===== src/rtl/dem_xuong_timer.sv =====
// Loadable down-counter/timer: counts a loaded value down to zero and pulses done.
// With auto-reload enabled it becomes a periodic tick generator.
module dem_xuong_timer #(
  parameter int WIDTH = 4
) (
  input  logic             clki,
  input  logic             rs,
  input  logic             load,
  input  logic [WIDTH-1:0] din,
  input  logic             start,
  input  logic             pause,
  input  logic             auto_rl,
  output logic [WIDTH-1:0] q,
  output logic             busy,
  output logic             done
);

  typedef enum logic [1:0] {
    IDLE = 2'd0,
    RUN  = 2'd1,
    DONE = 2'd2
  } state_t;

  state_t           state_q, state_d;
  logic [WIDTH-1:0] q_q, q_d;
  logic [WIDTH-1:0] reload_q, reload_d;
  logic             done_q, done_d;

  always_ff @(posedge clki or negedge rs) begin
    if (!rs) begin
      state_q  <= IDLE;
      q_q      <= '0;
      reload_q <= '0;
      done_q   <= 1'b0;
    end else begin
      state_q  <= state_d;
      q_q      <= q_d;
      reload_q <= reload_d;
      done_q   <= done_d;
    end
  end

  always_comb begin
    state_d  = state_q;
    q_d      = q_q;
    reload_d = reload_q;
    done_d   = 1'b0;
    if (load) begin
      q_d      = din;
      reload_d = din;
      state_d  = IDLE;
    end else begin
      unique case (state_q)
        IDLE: begin
          if (start && (q_q != '0)) state_d = RUN;
        end
        RUN: begin
          if (!pause) begin
            if (q_q > WIDTH'(1)) begin
              q_d = q_q - WIDTH'(1);
            end else if (q_q == WIDTH'(1)) begin
              done_d = 1'b1;
              if (auto_rl && (reload_q != '0)) begin
                q_d = reload_q;
              end else begin
                q_d     = '0;
                state_d = DONE;
              end
            end else begin
              // q==0 in RUN is unreachable; settle safely without a done pulse
              state_d = DONE;
            end
          end
        end
        DONE: begin
          if (start && (reload_q != '0)) begin
            q_d     = reload_q;
            state_d = RUN;
          end
        end
        default: begin
          state_d = IDLE;
        end
      endcase
    end
  end

  assign q    = q_q;
  assign busy = (state_q == RUN);
  assign done = done_q;

endmodule


===== config.mk =====
export PLATFORM = sky130hd
export DESIGN_NAME = dem_xuong_timer
export DESIGN_NICKNAME = d
export VERILOG_FILES = /design/src/rtl/dem_xuong_timer.sv
export SDC_FILE = /design/constraint.sdc
export NUM_CORES = 1
export LEC_CHECK = 0
export ABC_AREA = 1
export CAP_MARGIN = 20
export CORE_MARGIN = 2
export CORE_UTILIZATION = 45
export CTS_CLUSTER_SIZE = 28
export DETAILED_ROUTE_END_ITERATION = 7
export GPL_TIMING_DRIVEN = 0
export PLACE_DENSITY = 0.74
export SLEW_MARGIN = 25
export SYNTH_ARGS = -nofsm -noshare
export SYNTH_HDL_FRONTEND = slang
export SYNTH_SLANG_ARGS = --single-unit

===== constraint.sdc =====
create_clock -name clki -period 1.2 [get_ports clki]
set_input_delay 0.24 -clock clki [delete_from_list [all_inputs] [get_ports clki]]
set_output_delay 0.24 -clock clki [all_outputs]
set_load 0.02 [all_outputs]

; ---- Yosys cells after proc, flatten, opt, wreduce, memory -nomap -nowiden
; Index checks and enable logic that the tools add are counted.
[totals]
wordCells = 44
latch_bits = 0
ram_bits = 0
in_bits = 10
memories = 0
output_inout_bits = 6
mem_bits_ro = 0
reg_bits = 11
[op_classes]
shifts = 0
addsub = 1
bitwise_logic = 0
div = 0
n_eq_ne = 9
magnitude_cmp = 1
multipliers = 0
n_reduce_logical = 9
n_mux = 20
[ops]
columns = cell, count
row1 = 2-to-1 mux 4 bit, 6
row2 = 2-to-1 mux 2 bit, 7
row3 = inequality test 3 bit (second input constant), 4
row4 = one-hot mux 4 bit (2 select lines), 1
row5 = nonzero test 4 bit, 2
row6 = one-hot mux 2 bit (3 select lines), 1
row7 = 2-to-1 mux 1 bit, 5
row8 = AND reduction 5 bit, 1
row9 = == test 4 x 1 -> 1 bit (second input constant), 1
row10 = > comparator 4 x 1 -> 1 bit (second input constant), 1
row11 = inequality test 4 x 2 -> 1 bit (second input constant), 1
row12 = inequality test 4 bit (second input constant), 1
row13 = AND reduction 4 bit, 1
row14 = subtractor 4 x 1 -> 4 bit (second input constant), 1
row15 = logical AND 1 bit, 3
row16 = nonzero test 3 bit, 1
row17 = == test 2 x 1 -> 1 bit (second input constant), 1
row18 = == test 2 bit (second input constant), 1
row19 = logical NOT 2 bit, 1

; ---- Depth between registers and ports, before layout
; Gate-level depths: netlist (run 1).
[depth]
word_depth = 8
ltp_mapped = 10

; ---- Worst setup path after synthesis (run 1)
; Ideal clock, no wire load.
[synth_path]
path_type = register to register
startpoint = register q_q[0], in the netlist q[0]
endpoint = register q_q[0], in the netlist q[0]
path_buffers = 0
arrival_time_ps = 1376
setup_time_ps = 113
path_stages_with_launch = 9
slack_ps = -288
cell_sequence = dfrtp_1 -> inv_1 -> ha_1 -> o21ai_2 -> nand2_2 -> nand3_1 -> nand3_2 -> nand2_1 -> inv_1
[synth_via]
elab_chain_len = 5
word_cells_on_any_way = 9
classes_between = add/sub (1) / order compare (1) / eq/ne (2) / mux (4) / reduce/logical (1)
[synth_lines]
columns = element, line_no
row1 = from (decl), 25  ; logic [WIDTH-1:0] q_q, q_d;
row2 = from (signal assigned), 37  ; q_q <= q_d;
row3 = subtractor 4 x 1 -> 4 bit or > comparator 4 x 1 -> 1 bit (tied branches), "60, 59"
row4 = 2-to-1 mux 4 bit, 59  ; if (q_q > WIDTH'(1)) begin
row5 = 2-to-1 mux 4 bit, 58  ; if (!pause) begin
row6 = one-hot mux 4 bit (2 select lines), 53  ; unique case (state_q)
row7 = 2-to-1 mux 4 bit, 48  ; if (load) begin
; Several ways; a longest one is shown, not always the timed one. The select of a mux whose other input is x is not followed.
; A chain may end at the register's enable or synchronous reset.

; ---- Worst setup path in the final report (run 1)
[layout_path]
startpoint = register q_q[0], in the netlist q[0]
endpoint = register q_q[1], in the netlist q[1]
; The elaborated chain is that of the path after synthesis.

==> summary.txt, run 1 <==
Clock network
  – Root buffer selected by CTS: sky130_fd_sc_hd__clkbuf_4
  – Clock-pin slew on the worst setup and hold paths: roughly 70 ps
  – H-tree Lvls: 1
  – Number of CTS-inserted buffers: 3
  – CTS tree: done
  – Largest buffer count on any clock path: 2
  – Clk sink count: 11
  – Clock Latency Late Sink: 270 ps

Power and ir drop
  – Net switching share of the total power: between 40% and 50%
  – Clock network fraction of design power: 9.5%
  – Internal power of the cells: about 1400 µW
  – Reg power frac: 24.1%
  – Sw Pwr: between 1000 and 1500 µW
  – Highest ir drop seen on vdd: 1.45 mV
  – Lkg Pwr: around 0.00058 µW
  – Power density cells: around 2300 mW/mm²
  – Share of total power in combinational logic: between 60% and 70%

Worst setup path
  – Critical-path top delay cell: sky130_fd_sc_hd__dfrtp_2
  – Critical path buffers and inverters: 1
  – Required time of the critical path: approximately 1400 ps
  – Endpoint arrival time on the critical path: about 1500 ps
  – Peak per-stage delay on the critical path: between 400 and 500 ps
  – Worst setup path category: register to register
  – Maximum net fanout on the critical path: 6
  – Cell family with the largest share of critical-path delay: flip-flops
  – Crit path launch type: register
  – Endpoint type of the worst setup path: register
  – Worst-path cell chain: inv_4 -> ha_4 -> o21ai_4 -> nand2_4 -> nand3_1 -> nand3_1 -> nand2_1 -> nand2_1

Layout
  – Utilization after layout: between 60 and 70%
  – Area Growth Syn to Fin: 45.4%
  – Fraction of final layout cells sized beyond drive strength 1: between 40 and 50%
  – Area of combinational cells with multiple inputs: ~560 µm²
  – Footprint of the flip-flops and latches: about 280 µm²
  – Filler Cells Inserted: between 100 and 150
  – Total inserted antenna cells: 0
  – Nets: around 150
  – Final non-filler cell area: ~0.0012 mm²

GRT
  – GR Util All Layers: about 22%
  – Global-route wire length before repair: ~3300 µm
  – Pin count of the biggest net entering global routing: 12
  – Number of global-route vias before repair: a little over 800
  – Top Usage Layer GRT: met2
  – Residual overflow from global routing: 0
  – Number of antenna violations at the first check in global routing: 0
  – GR met1 Demand/Resource: 24.4%
  – GR Layer Usage met2: about two fifths
  – Met3 Resource Use GR: ~4.7%

Place
  – HPWL after DPL: approximately 1300 µm
  – Routability-driven placement congestion ratio: roughly 0.85
  – Post-Place Cell Area: approximately 0.0010 mm²
  – Number of buffers inserted by port buffering: 14
  – Setup slack at placement: -306 ps

Die
  – Number of top-level pins: 16
  – Total die area: approximately 0.0022 mm²
  – Number of cell rows: 15
  – Die height: 46.5 µm
  – Effective utilization at floorplan: between 40 and 50%
  – Std-Cell Core Area: around 0.0017 mm²
  – Die W: roughly 47 µm

Synthesis
  – Post-synth design cell area: between 800 and 900 µm²
  – Gate count of the mapped netlist: around 110
  – Cell type contributing the most total cell area after synthesis: sky130_fd_sc_hd__dfrtp_1
  – Average instance area after synthesis: between 7 and 8 µm²
  – FF+latch count, synth: 11
  – Register area share after synthesis: 33.8%
  – Count of synthesis-stage warnings from yosys: 0
  – Share of Yosys cell area claimed by the top area cell type: 33.8%
  – Count of distinct cell types in the synthesized netlist: 22
  – Most area-consuming cells after synthesis: sky130_fd_sc_hd__dfrtp_1, sky130_fd_sc_hd__nand2_1, sky130_fd_sc_hd__nand3_1, sky130_fd_sc_hd__nand2_4, sky130_fd_sc_hd__inv_1
  – Net count after synthesis: 124

STA
  – Share of the clock period used by the worst path after layout: 110%
  – Clock period minus worst slack: about 1300 ps
  – Maximum clock frequency: ~0.76 GHz
  – Unrepaired setup endpoints after global routing: yes
  – Fin worst setup slack: -118 ps
  – Final hold violation count: 0
  – Maximum clock skew at final layout: between 0.3 and 0.4 ps
  – Final Max Slew Viols: 0
  – Max-Slew Margin vs Limit: between 60 and 70%
  – Number of failing setup endpoints in the final timing report: 7
  – Least-Margin Pin Slew: slightly above 500 ps

Routing
  – Starting DRT DRC Count: 16
  – Initial DRT Pass Iterations: 4
  – Number of routed nets with antenna violations: 0
  – Overall routed net length: between 1500 and 2000 µm
  – Routed wire length per instance: between 10 and 15 µm
  – Vias after detailed routing: 801
  – DRC: 0
  – Number of vias per cell: 4.85

Run status
  – Violations in the final reports: setup timing
  – Status: finished, violations left

Flow run
  – Number of max-cap violations: 0

Min path
  – Type of the tightest min-delay check: input port to register
metal layers:
metal	wire, µm	up-vias
li1	-	408
met1	806	371
met2	1040	15
met3	55	7
met4	56	0
met5	0	-
power by group through the flow:
stage | clock network (µW) | registers, µW | logic, µW
after floorplan | 0 | 718 | 1020
after detailed placement | 0 | 660 | 1450
after global routing | 296 | 673 | 1980
after CTS | 268 | 645 | 1710
after global placement | 0 | 655 | 1440
final | 258 | 658 | 1810
tightest hold or removal path, delay by kind of cell:
| kind | cells | cell delay [ps] |
|---|---|---|
| AND/OR/NAND/NOR | 1 | 70 |
| AO/OA/AOI/OAI | 1 | 70 |
| buffers and inverters | 1 | 110 |
timing repair:
action                     in CTS  in global routing
resized for setup              36                  7
setup endpoints to repair      12                  9
hold buffers                    0                  0
pin swaps                      12                  4
setup buffers                  10                  0
cell families (layout without fill, tap and decap cells):
family | Yosys count | in the layout | share of synthesized area [%]
flip-flops | 11 | 11 | 33.8
adder cells (fa/ha/maj) | 2 | 2 | 3.08
AO/OA/AOI/OAI | 10 | 10 | 8.00
buffers and inverters | 17 | 45 | 9.23
XOR/XNOR | 1 | 1 | 1.08
AND/OR/NAND/NOR | 71 | 71 | 44.8
stage by stage:
step / hold slack [ps] / instances / power (µW) / setup TNS [ps]
5_1_grt: 262 / 165 / 2950 / -1120
6_report: 261 / 165 / 2730 / -552
2_1_floorplan: -55.6 / 112 / 1740 / -567
3_3_place_gp: 516 / 151 / 2090 / -1680
4_1_cts: 264 / 165 / 2630 / -578
3_5_place_dp: 548 / 151 / 2110 / -1740
layout by cell type, fill, tap and decap left out, drive strengths merged:
cell and instances:
nand2 38, clkdlybuf4s50 8, nand3 17, a21oi 3, o21ai 7, nor2 15
clkbuf 4, clkdlybuf4s15 1, buf 17, dfrtp 11, inv 15, nor3 1
ha 2, xor2 1
cells in the mapped netlist (all sizes together):
cell type / count
buf: 2
nor3: 1
inv: 15
nor2: 15
a21oi: 3
nand2: 38
dfrtp: 11
o21ai: 7
xor2: 1
nand3: 17
ha: 2
cell type report:
cell class | count | area share, %
buffer | 2 | 1.38
clock buffer | 4 | 2.22
inverter | 15 | 5.40
multi-input combinational | 84 | 47.1
sequential | 11 | 23.8
tap | 25 | 2.65
timing repair buffer | 24 | 17.5
sequential cells by signal, indices dropped and copies added (netlist names):
register	flops
q	4
reload_q	4
state_q	2
done	1
final timing paths:
check / from / to / slack, ps / cells after the start
worst max-delay path: q[0] / q[1] / -120 / 8
worst min-delay path: load / reload_q[0] / 260 / 3
worst max register to register: q[0] / q[1] / -120 / 8
worst min register to register: reload_q[2] / reload_q[2] / 560 / 2
max in group asynchronous: rs / q[3] / 520 / 1
min in group asynchronous: rs / state_q[0] / 300 / 1
Power figures use the tool's default switching activity.
==> run 2, diff against run 1 <==
- PLACE_DENSITY: 0.74 -> unset
- PLACE_DENSITY_LB_ADDON: unset -> 0.15
==> run 2 against run 1 <==
Critical path depth decreased by 1. Clock power about the same. Register-to-register slack got worse by 40 ps. Worst hold slack improved by 6.5 ps. Sequential cell count unchanged. Wire length increased by 4.2%. Total power increased by 2.6%. Highest routed layer unchanged. Via count increased by 1.6%. The run still ends with setup timing left. Sequential share of layout area decreased by 0.27 points. Utilization increased by 0.81 points. Sequential power decreased by 2%. Largest power group unchanged.
==> summary.txt, run 2 (synthesized netlist as in run 1, its figures left out) <==
Run status
  – Status: finished, violations left
  – Violations in the final reports: setup timing

Routing
  – Number of vias per cell: 4.96 (+2.2%)
  – Starting DRT DRC Count: 8 (-8)
  – Number of routed nets with antenna violations: 0 (unchanged)
  – Routed wire length per instance: 12.4 µm (+4.8%)
  – Vias after detailed routing: 814 (+1.6%)
  – Overall routed net length: 2040 µm (+4.2%)
  – Initial DRT Pass Iterations: 3 (-1)
  – DRC: 0 (unchanged)

Clock network
  – Clock-pin slew on the worst setup and hold paths: 70 ps (about the same)
  – Root buffer selected by CTS: sky130_fd_sc_hd__clkbuf_4
  – Clock Latency Late Sink: 280 ps (about the same)
  – Clk sink count: 11 (unchanged)
  – Largest buffer count on any clock path: 2 (unchanged)
  – H-tree Lvls: 1 (unchanged)
  – Number of CTS-inserted buffers: 3 (unchanged)
  – CTS tree: done
  – # hold bufs at CTS: 0 (unchanged)

Die
  – Number of cell rows: 15 (unchanged)
  – Die W: 46.5 µm (unchanged)
  – Die height: 46.5 µm (unchanged)
  – Effective utilization at floorplan: 47.6% (unchanged)
  – Number of top-level pins: 16 (unchanged)
  – Std-Cell Core Area: 0.00171 mm² (unchanged)
  – Total die area: 0.00216 mm² (unchanged)

Layout
  – Final non-filler cell area: 0.00120 mm² (+1.2%)
  – Total inserted antenna cells: 0 (unchanged)
  – Most frequent cells in the layout: sky130_fd_sc_hd__nand2_1, sky130_fd_sc_hd__nor2_1, sky130_fd_sc_hd__nand3_2
  – Filler Cells Inserted: 145 (+17%)
  – Most common cell after layout, fill and taps aside: sky130_fd_sc_hd__nand2_1
  – Area Growth Syn to Fin: 47.1%
  – Fraction of final layout cells sized beyond drive strength 1: 46.0% (-0.39 points)
  – Utilization after layout: 70.0% (+0.81 points)
  – Nets: 152 (-0.65%)

GRT
  – Global-route wire length before repair: 3250 µm (-1.1%)
  – Pin count of the biggest net entering global routing: 12 (unchanged)
  – Number of antenna violations at the first check in global routing: 0 (unchanged)
  – Number of global-route vias before repair: 768 (-6.5%)
  – Residual overflow from global routing: 0 (unchanged)
  – GR Util All Layers: 22.0% (-0.25 points)

Worst setup path
  – Maximum net fanout on the critical path: 6 (unchanged)
  – Endpoint type of the worst setup path: register
  – Critical-path top delay cell: sky130_fd_sc_hd__dfrtp_2
  – Crit path launch type: register
  – Required time of the critical path: 1380 ps (about the same)
  – Endpoint arrival time on the critical path: 1530 ps (+40 ps)
  – CP most frequent cell: sky130_fd_sc_hd__nand3_2
  – Worst setup path category: register to register
  – Worst-path cell chain: ha_4 -> o21ai_4 -> nand2_4 -> nand3_2 -> nand3_2 -> nand2_1 -> inv_1
  – Peak per-stage delay on the critical path: 450 ps (+30 ps)

STA
  – Fin worst setup slack: -153 ps (-35.0 ps)
  – Maximum clock frequency: 0.739 GHz (-2.6%)
  – Least-Margin Pin Slew: 538 ps (+20.1 ps)
  – Final hold violation count: 0 (unchanged)
  – Final Max Slew Viols: 0 (unchanged)
  – Clock period minus worst slack: 1350 ps (+35.0 ps)
  – Post-Route Hold Slack: 267 ps (+6.53 ps)
  – Maximum clock skew at final layout: 6.17 ps (+5.82 ps)
  – Share of the clock period used by the worst path after layout: 113% (+2.9 points)
  – Number of failing setup endpoints in the final timing report: 8 (+1)
  – Max-Slew Margin vs Limit: 64.0% (-1.3 points)
  – Unrepaired setup endpoints after global routing: yes

Flow run
  – Number of max-cap violations: 0 (unchanged)

Power and ir drop
  – Highest ir drop seen on vdd: 1.39 mV (-4.3%)
  – Power density cells: 2340 mW/mm² (+1.4%)
  – Post-layout total power: 2800 µW (+2.6%)
  – Lkg Pwr: 0.000586 µW (+0.47%)

Place
  – Number of buffers inserted by port buffering: 14 (unchanged)
  – Routability-driven placement congestion ratio: 0.814 (-4.1%)
  – Post-Place Cell Area: 0.00104 mm² (unchanged)
  – HPWL after DPL: 1410 µm (+6.8%)
  – Setup slack at placement: -292 ps (+14.3 ps)

Min path
  – Type of the tightest min-delay check: input port to register
run 2: layer usage:
layer	global-route usage (%)	vias up	share of wire [%]
met5	0	-	0
met4	12.0	0	2.5
met3	2.35	5	2.9
met2	38.6	14	51
met1	25.8	386	43
li1	-	409	-
run 2: where the power goes:
| group | switching (µW) | internal, µW |
|---|---|---|
| sequential | 151 | 494 |
| clock | 132 | 129 |
| combinational | 1080 | 815 |
| total | 1360 | 1440 |
run 2: final timing paths:
check | from | endpoint | slack, ps | cells after the start
min in group asynchronous | rs | done | 310 | 1
worst max-delay path | q[0] | q[0] | -150 | 7
worst min register to register | reload_q[0] | reload_q[0] | 560 | 2
worst min-delay path | load | reload_q[0] | 270 | 3
worst max register to register | q[0] | q[0] | -150 | 7
max in group asynchronous | rs | state_q[0] | 500 | 1
run 2: what timing repair did:
item                       4_1_cts  5_1_grt
pin swaps                       11        5
buffers inserted                 7        2
resized for setup               40        6
setup endpoints to repair       12       10
run 2: final cells by class:
cell class	instances	area, µm²	area share [%]
multi-input cells	84	576	48.1
flip-flops and latches	11	282	23.5
plain buffers	2	16.3	1.36
clock buffers	4	26.3	2.20
well taps	25	31.3	2.62
repair buffers	23	199	16.6
inverters	15	66.3	5.54
run 2: per-stage QoR:
step | instances | setup TNS, ps
after floorplan | 112 | -567
after global placement | 151 | -1670
after detailed placement | 151 | -1760
after CTS | 162 | -609
after global routing | 164 | -1190
final | 164 | -650
run 2: worst max-delay path: cells and delay by family (launching register included):
| kind | cells | cell delay, ps |
|---|---|---|
| flops | 1 | 450 |
| simple gates | 4 | 370 |
| compound gates | 1 | 200 |
| fa+ha+maj | 1 | 190 |
| buf+inv | 1 | 40 |
==> run 3, diff against run 2 <==
- ABC_AREA: 1 -> unset
- CORE_UTILIZATION: 45 -> 43
- SETUP_SLACK_MARGIN: unset -> 0.1
==> run 3 against run 2 <==
The flow still finishes with violations (setup timing). Total power decreased by 6.4%. Design area fell by 2.1%. Critical path type unchanged. Die area shrank 7.2%. Non-clock buffer count grew 6. Largest power group unchanged. Wire length rose by 0.34%. Fmax shrank 27%.
==> summary.txt, run 3 <==
Run status
  – Status: finished, violations left
  – Violations in the final reports: setup timing

Clock network
  – H-tree Lvls: 1 (unchanged)
  – Number of CTS-inserted buffers: 3 (unchanged)
  – # hold bufs at CTS: 0 (unchanged)
  – Clock Latency Late Sink: 280 ps (about the same)
  – CTS tree: done
  – Largest buffer count on any clock path: 2 (unchanged)
  – Clk sink count: 11 (unchanged)
  – Root buffer selected by CTS: sky130_fd_sc_hd__clkbuf_4
  – Clock-pin slew on the worst setup and hold paths: 80 ps (about the same)

Routing
  – Initial DRT Pass Iterations: 4 (+1)
  – Overall routed net length: 2040 µm (+0.34%)
  – Number of vias per cell: 5.98 (+20%)
  – Vias after detailed routing: 723 (-11%)
  – Routed wire length per instance: 16.9 µm (+36%)
  – Number of routed nets with antenna violations: 0 (unchanged)
  – Starting DRT DRC Count: 20 (+12)
  – DRC: 0 (unchanged)

STA
  – Max-Slew Margin vs Limit: 66.6% (+2.5 points)
  – Clock period minus worst slack: 1860 ps (+508 ps)
  – Maximum clock frequency: 0.537 GHz (-27%)
  – Final Max Slew Viols: 0 (unchanged)
  – Least-Margin Pin Slew: 500 ps (-38.1 ps)
  – Share of the clock period used by the worst path after layout: 155% (+42 points)
  – Unrepaired setup endpoints after global routing: yes
  – Number of failing setup endpoints in the final timing report: 9 (+1)
  – Maximum clock skew at final layout: 12.0 ps (+5.87 ps)
  – Final hold violation count: 0 (unchanged)
  – Fin worst setup slack: -661 ps (-508 ps)

Worst setup path
  – Cell family with the largest share of critical-path delay: simple AND/OR/NAND/NOR gates
  – Maximum net fanout on the critical path: 3 (-3)
  – Endpoint arrival time on the critical path: 2010 ps (+480 ps)
  – Total stage count of the critical path: 4 (-3)
  – Critical-path top delay cell: sky130_fd_sc_hd__or4_4
  – Endpoint type of the worst setup path: register
  – Number of cells traversed by the worst register-to-register path: 4 (-3)
  – Startpoint of the most critical setup path: reload_q[0]
  – Critical R2R Capture: q[0]
  – Register-to-register path setup slack: -660 ps (-510 ps)
  – Peak per-stage delay on the critical path: 560 ps (+110 ps)
  – Critical path buffers and inverters: 0 (-1)
  – Required time of the critical path: 1350 ps (-30 ps)
  – Worst setup path category: register to register
  – Crit path launch type: register
  – Critical path capture point: q[0]
  – Origin of the critical flop-to-flop path: reload_q[0]
  – Worst-path cell chain: or4_4 -> and3_4 -> nor3_4 -> mux2_4

Die
  – Die height: 44.8 µm (-3.7%)
  – Number of top-level pins: 16 (unchanged)
  – Std-Cell Core Area: 0.00154 mm² (-9.7%)
  – Total die area: 0.00201 mm² (-7.2%)
  – Number of cell rows: 14 (-1)
  – Effective utilization at floorplan: 46.4% (-1.2 points)
  – Die W: 44.8 µm (-3.7%)

Power and ir drop
  – Lkg Pwr: 0.000534 µW (-9.0%)
  – Highest ir drop seen on vdd: 1.60 mV (+16%)
  – Power density cells: 2240 mW/mm² (-4.4%)

Synthesis
  – FF+latch count, synth: 11 (unchanged)
  – Cell type contributing the most total cell area after synthesis: sky130_fd_sc_hd__dfrtp_1
  – Library cell with the highest instance count after synthesis: sky130_fd_sc_hd__dfrtp_1
  – Most area-consuming cells after synthesis: sky130_fd_sc_hd__dfrtp_1, sky130_fd_sc_hd__nand2_1, sky130_fd_sc_hd__a311oi_2, sky130_fd_sc_hd__mux2_4, sky130_fd_sc_hd__ha_1
  – Cell types with the highest counts after synthesis: sky130_fd_sc_hd__dfrtp_1, sky130_fd_sc_hd__nand2_1, sky130_fd_sc_hd__inv_1, sky130_fd_sc_hd__a21o_1, sky130_fd_sc_hd__nor2_1
  – Post-synth design cell area: 716 µm² (-12%)
  – Most used DFF post-synth: sky130_fd_sc_hd__dfrtp_1
  – Count of distinct cell types in the synthesized netlist: 34 (+55%)
  – Number of enable-type register cells in the synthesized netlist: 0 (unchanged)
  – Count of synthesis-stage warnings from yosys: 0 (unchanged)
  – Register area share after synthesis: 38.5% (+4.6 points)
  – Share of Yosys cell area claimed by the top area cell type: 38.5% (+4.6 points)
  – Average instance area after synthesis: 10.1 µm² (+39%)
  – Gate count of the mapped netlist: 71 (-37%)
  – Async S/R FF share, synth: 100% (unchanged)
  – Net count after synthesis: 83 (-33%)

GRT
  – GR Util All Layers: 21.8% (-0.26 points)
  – Number of global-route vias before repair: 717 (-6.6%)
  – Global-route wire length before repair: 3130 µm (-3.8%)
  – Pin count of the biggest net entering global routing: 12 (unchanged)
  – Residual overflow from global routing: 0 (unchanged)
  – Number of antenna violations at the first check in global routing: 0 (unchanged)

Layout
  – Final non-filler cell area: 0.00117 mm² (-2.1%)
  – Total inserted antenna cells: 0 (unchanged)
  – Filler Cells Inserted: 107 (-26%)
  – Most frequent cells in the layout: sky130_fd_sc_hd__buf_6, sky130_fd_sc_hd__nand2_1, sky130_fd_sc_hd__dfrtp_1, sky130_fd_sc_hd__clkdlybuf4s50_1, sky130_fd_sc_hd__buf_4
  – Nets: 118 (-22%)
  – Most common cell after layout, fill and taps aside: sky130_fd_sc_hd__buf_6
  – Utilization after layout: 76.0% (+5.9 points)
  – Area Growth Syn to Fin: 63.6%
  – Fraction of final layout cells sized beyond drive strength 1: 53.3% (+7.3 points)

Place
  – Post-Place Cell Area: 923 µm² (-12%)
  – HPWL after DPL: 1290 µm (-9.0%)
  – Routability-driven placement congestion ratio: 0.805 (-1.1%)
  – Number of buffers inserted by port buffering: 15 (+1)

Min path
  – Type of the tightest min-delay check: input port to asynchronous set/reset pin

Flow run
  – Number of max-cap violations: 0 (unchanged)
==> run 3: area by class of cell <==
| type | count | area (µm²) | area share, % |
|---|---|---|---|
| repair buffers | 30 | 297 | 25.3 |
| multi-input cells | 53 | 513 | 43.8 |
| inverters | 6 | 25.0 | 2.14 |
| clock buffers | 4 | 26.3 | 2.24 |
| well taps | 16 | 20.0 | 1.71 |
| plain buffers | 1 | 11.3 | 0.962 |
| flip-flops and latches | 11 | 279 | 23.8 |
==> run 3: per-layer routing <==
metal | global-route usage, % | vias to the layer above | share of wire [%]
li1 | - | 342 | -
met1 | 23.4 | 359 | 40
met2 | 42.6 | 20 | 55
met3 | 6.00 | 2 | 5.2
met4 | 3.53 | 0 | 0.29
met5 | 0 | - | 0
==> run 3: worst min-delay path by stage <==
stage | startpoint | to | slack [ps] | cells after the start
final | rs | done | 290 | 1
after global routing | rs | done | 330 | 1
after CTS | rs | done | 320 | 1
after detailed placement | reload_q[0] | reload_q[0] | 500 | 2
after global placement | reload_q[0] | reload_q[0] | 490 | 2
after floorplan | rs | done | -60 | 0
==> run 3: what timing repair did <==
item,CTS,global route
setup buffers,11,5
gates resized for setup,43,14
gates cloned,0,0
endpoints found under the setup margin,13,14
hold endpoints to repair,0,0
pin swaps,4,9
==> run 3: worst reg2reg max path: stages, from the launching register on <==
cell	delay, ps
sky130_fd_sc_hd__dfrtp_1	380
sky130_fd_sc_hd__or4_4	560
sky130_fd_sc_hd__and3_4	190
sky130_fd_sc_hd__nor3_4	280
sky130_fd_sc_hd__mux2_4	330
==> run 3: report_power, final <==
part,internal [µW],switching [µW],leakage [µW]
registers,481,120,0.000135
logic,935,827,0.000384
clock network,129,129,0.0000150
==> run 3: cell families after synthesis <==
| family | after synthesis | share of synthesized area, % |
|---|---|---|
| buf+inv | 7 | 4.72 |
| flops | 11 | 38.5 |
| mux | 2 | 4.20 |
| compound gates | 21 | 25.9 |
| simple gates | 28 | 23.3 |
| fa+ha+maj | 2 | 3.50 |
==> run 3: stage by stage <==
| stage | power, µW | setup WS [ps] | instances | hold WS (ps) | setup TNS [ps] |
|---|---|---|---|---|---|
| floorplan | 1450 | -568 | 71 | -55.6 | -2830 |
| global placement | 1810 | -646 | 102 | 490 | -4300 |
| detailed placement | 1820 | -656 | 102 | 495 | -4350 |
| CTS | 2410 | -592 | 117 | 317 | -3370 |
| global route | 2800 | -685 | 121 | 327 | -4180 |
| finish | 2620 | -661 | 121 | 293 | -3640 |
==> patch 1, RTL diff (settings of run 2) <==
Set the parameter `WIDTH` to 5 (it was 4).
--- a/src/rtl/dem_xuong_timer.sv
+++ b/src/rtl/dem_xuong_timer.sv
@@ -3,3 +3,3 @@
 module dem_xuong_timer #(
-  parameter int WIDTH = 4
+  parameter int WIDTH = 5
 ) (
Interface: changed (resized din and q); port bits go from 16 to 18. No check against the original RTL was run, so the function may have changed too.
==> patch 1 against run 2 <==
- die area grew 17%
- synthesized area grew 19%
- sequential cell count grew 2
- critical endpoint is now q[1]
- worst setup slack lost 0.055 ns
- total power grew 6.1%
- final area grew 13%
- the run still ends with setup timing left
- cell count grew 20%
- wire length grew 17%
==> patch 1: results (changes against run 2) <==
The run finished, with violations left. The final reports fail on setup timing. The tools report the total negative slack for setup checks as -1.59 ns (-0.944 ns).

The area of the multi-input gates was 682 um2 (+18%); the via count of the first global-routing pass was 918 (+20%). Grouping stages by cell kind, the critical path spends the most delay in simple AND/OR/NAND/NOR gates. The tools report the destination of the worst register-to-register timing path as q[1]. The number of distinct library cells after synthesis came out at 21 (-4.5%). The maximum vdd drop was 1.70 mV (+23%). The final worst slack came out at -0.208 ns (-0.0548 ns). The total half-perimeter wirelength after legalization and detailed placement is 1690 um (+20%).

The detail-routed net length per standard cell is 12.1 um (-2.4%), and the worst-path maximum fanout is 4 (-2). The layout cell share with drive strength beyond 1 came out at 34.9% (-11 points). The post-placement cell count came out at 187 (+24%). The tools report the routed wire length as 2380 um (+17%).

The number of sinks driven by the clock tree is 13 (+2). The logs give 1220 um2 (+17%) for the area of placed instances and 10 (+2) for the number of setup violations in the final report. The data arrival time of the critical path is 1.59 ns (+0.06 ns). Pre-CTS setup slack: -0.329 ns (-0.0375 ns). The tools report the maximum number of pins on one net before global-route repair as 14 (+2). Yosys attributes the largest share of cell area to sky130_fd_sc_hd__dfrtp_1, sky130_fd_sc_hd__nand2_1, sky130_fd_sc_hd__nand3_1. For the detailed-router iteration count before antenna repair, the log shows 4 (+1). The routed length on met2 was 1170 um (+13%). The post-cts gate resize count is 29 (-28%). By count the netlist is led by sky130_fd_sc_hd__nand2_1, sky130_fd_sc_hd__inv_1, sky130_fd_sc_hd__nor2_1. The first-pass GRT wire length came out at 3750 um (+16%). The multi-input gate share of total cell area works out to 50.4% (+2.3 points). The layout filler cell count was 172 (+19%); the number of nets in the layout was 184 (+21%).

The share of the synthesized netlist area taken by xor and xnor gates came out at 2.71% (+1.6 points). The count of multi-input combinational gates is 107 (+27%).
-- patch 1: cell count changes after synthesis, sizes merged, moves of 2 or more --
cell / run 2 / this run
xor2: 1 / 3
nand2: 38 / 40
dfrtp: 11 / 13
nand4: 0 / 3
inv: 15 / 22
nor2: 15 / 27
nand3: 17 / 19
-- patch 1: report_power, final --
group	total [W]	switching, W	internal (W)
Sequential	0.000789	0.000199	0.000591
Clock	0.000279	0.000155	0.000124
Combinational	0.00190	0.00115	0.000747
-- patch 1: worst max-delay path by stage --
| stage | from | endpoint | cells after the start | slack [ns] |
|---|---|---|---|---|
| detailed placement | start | q[0] | 8 | -0.33 |
| finish | q[1] | q[1] | 9 | -0.21 |
| global placement | start | q[0] | 8 | -0.30 |
| CTS | q[1] | q[1] | 9 | -0.18 |
| global route | q[1] | q[4] | 9 | -0.30 |
| floorplan | q[1] | q[3] | 9 | -0.12 |
==> patch 2, RTL diff (settings of run 2) <==
Without the edit above. Put one more register stage on the output `q`, with the module's reset. The value now appears one clock later. The other outputs are not delayed to match.
--- a/src/rtl/dem_xuong_timer.sv
+++ b/src/rtl/dem_xuong_timer.sv
@@ -87,3 +87,9 @@
 
-  assign q    = q_q;
+  always_ff @(posedge clki or negedge rs) begin
+    if (!rs) begin
+      q <= '0;
+    end else begin
+      q <= q_q;
+    end
+  end
   assign busy = (state_q == RUN);
Behaviour: not the same (a bounded check fails within 4 cycles, from zero or initial values).
==> patch 2 against run 2 <==
- the flow still finishes with violations (setup timing)
- worst setup slack better by 0.0058 ns
- total power is 5.6% lower
- die area is 10% higher
- final area is 0.21% lower
- critical path depth is 1 higher
- non-clock buffer count is 1 lower
- sequential share of layout area is 7.9 points higher
- first-iteration DRC count stayed put
- maximum frequency is 0.43% higher
- synthesized cell count is 7.1% higher
- sequential cell count is 4 higher
- synthesized area is 11% higher
- sequential power is 27% higher
- wire length is 5.7% lower
==> patch 2: results (changes against run 2) <==
Total half-perimeter wirelength after legalization and detailed placement: 1460 um (+3.7%). In the post-synthesis netlist, the biggest area contributors are sky130_fd_sc_hd__dfrtp_1, sky130_fd_sc_hd__nand2_1, sky130_fd_sc_hd__nand3_1. The reported combinational group power came out at 0.00151 W (-20%). For the detailed-router iteration count before antenna repair, the log shows 4 (+1).

The number of distinct library cells after synthesis was 20 (-9.1%); the via count of the first global-routing pass was 783 (+2.0%). The number of nets in the layout was 160 (+5.3%); the post-synthesis sequential area ratio was 41.6% (+7.8 points). Number of vias in the routed layout: 824 (+1.2%). The routability congestion estimate was 0.777 (-4.6%); the fraction of power consumed by sequential logic was 30.9% (+7.9 points).

The aggregate global-route resource usage was 17.9% (-4.1 points). Depth of the worst register-to-register path: 8 (+1). Clock transition at the register clock pins on the worst setup and hold paths after CTS: 0.10 ns (+0.03 ns). The flow ran to the end, but the final reports show violations. The layout cell share with drive strength beyond 1 came out at 32.9% (-13 points). The tools report the pre-CTS setup slack as -0.284 ns (+0.00804 ns). Switching part of the total: 45.3% (-3.3 points). The maximum vdd drop came out at 1.69 mV (+22%). Following the worst setup path forward leads to its endpoint at state_q[1]. First-pass GRT wire length: 3240 um (-0.18%).

The worst endpoint required time was 1.42 ns (+0.04 ns). The run gives -0.147 ns (+0.00580 ns) as the final worst slack. The run gives 1000 um (-3.6%) as the routed length on met2. The tools report the clock skew as 0.0112 ns (+0.00501 ns). For this design, the slowest cell found on the critical path is sky130_fd_sc_hd__dfrtp_1. Counting instances in the post-synthesis netlist gives the leading cell types as sky130_fd_sc_hd__nand2_1, sky130_fd_sc_hd__dfrtp_1, sky130_fd_sc_hd__inv_1, sky130_fd_sc_hd__nand3_1, sky130_fd_sc_hd__nor2_1. The global routing met2 resource utilization is 31.5% (-7.1 points).

The worst-path maximum fanout works out to 3 (-3). The checks that failed: setup timing. The clock latency at the later pin of the worst-skew pair is 0.30 ns (+0.02 ns), and the number of setup violations in the final report is 7 (-1). The logs give -0.861 ns (-0.211 ns) for the total negative slack for setup checks and 133 (+7.3%) for the synthesized net count.
-- patch 2: cells by family (layout without fill, tap and decap cells) --
| family | count (synthesis) | count (layout) | share of synthesized area [%] |
|---|---|---|---|
| AND/OR/NAND/NOR | 74 | 74 | 40.2 |
| buffers and inverters | 20 | 46 | 9.57 |
| flip-flops | 15 | 15 | 41.6 |
| AO/OA/AOI/OAI | 8 | 8 | 4.44 |
| adder cells (fa/ha/maj) | 3 | 3 | 4.16 |
-- patch 2: worst min path at each step --
| stage | startpoint | endpoint | slack, ns | cells past startpoint |
|---|---|---|---|---|
| 3_5_place_dp | q_q[1] | q[1] | 0.41 | 0 |
| 3_3_place_gp | q_q[1] | q[1] | 0.41 | 0 |
| 2_1_floorplan | rs | done | -0.06 | 0 |
| 4_1_cts | load | reload_q[2] | 0.25 | 3 |
| 5_1_grt | load | reload_q[2] | 0.27 | 3 |
| 6_report | load | reload_q[2] | 0.24 | 3 |
-- patch 2: final cells by class --
cell class              count  area [um2]  share of cell area, %
multi-input cells          85         485                   40.7
flip-flops and latches     15         375                   31.4
repair buffers             22         183                   15.3
inverters                  18        70.1                   5.87
well taps                  27        33.8                   2.83
clock buffers               3        22.5                   1.89
plain buffers               2        16.3                   1.36
clock inverters             1        7.51                  0.629
-- patch 2: repair_timing --
action	in CTS	in global routing
hold endpoints to repair	0	0
gates resized for setup	23	4
pin swaps	2	4
setup buffers	5	3
setup endpoints to repair	12	11
-- patch 2: through the flow --
stage | instances | area [um2] | total power [W]
2_1_floorplan | 120 | 940 | 0.00178
3_3_place_gp | 161 | 1110 | 0.00213
3_5_place_dp | 161 | 1110 | 0.00219
4_1_cts | 170 | 1190 | 0.00262
5_1_grt | 173 | 1190 | 0.00287
6_report | 173 | 1190 | 0.00264
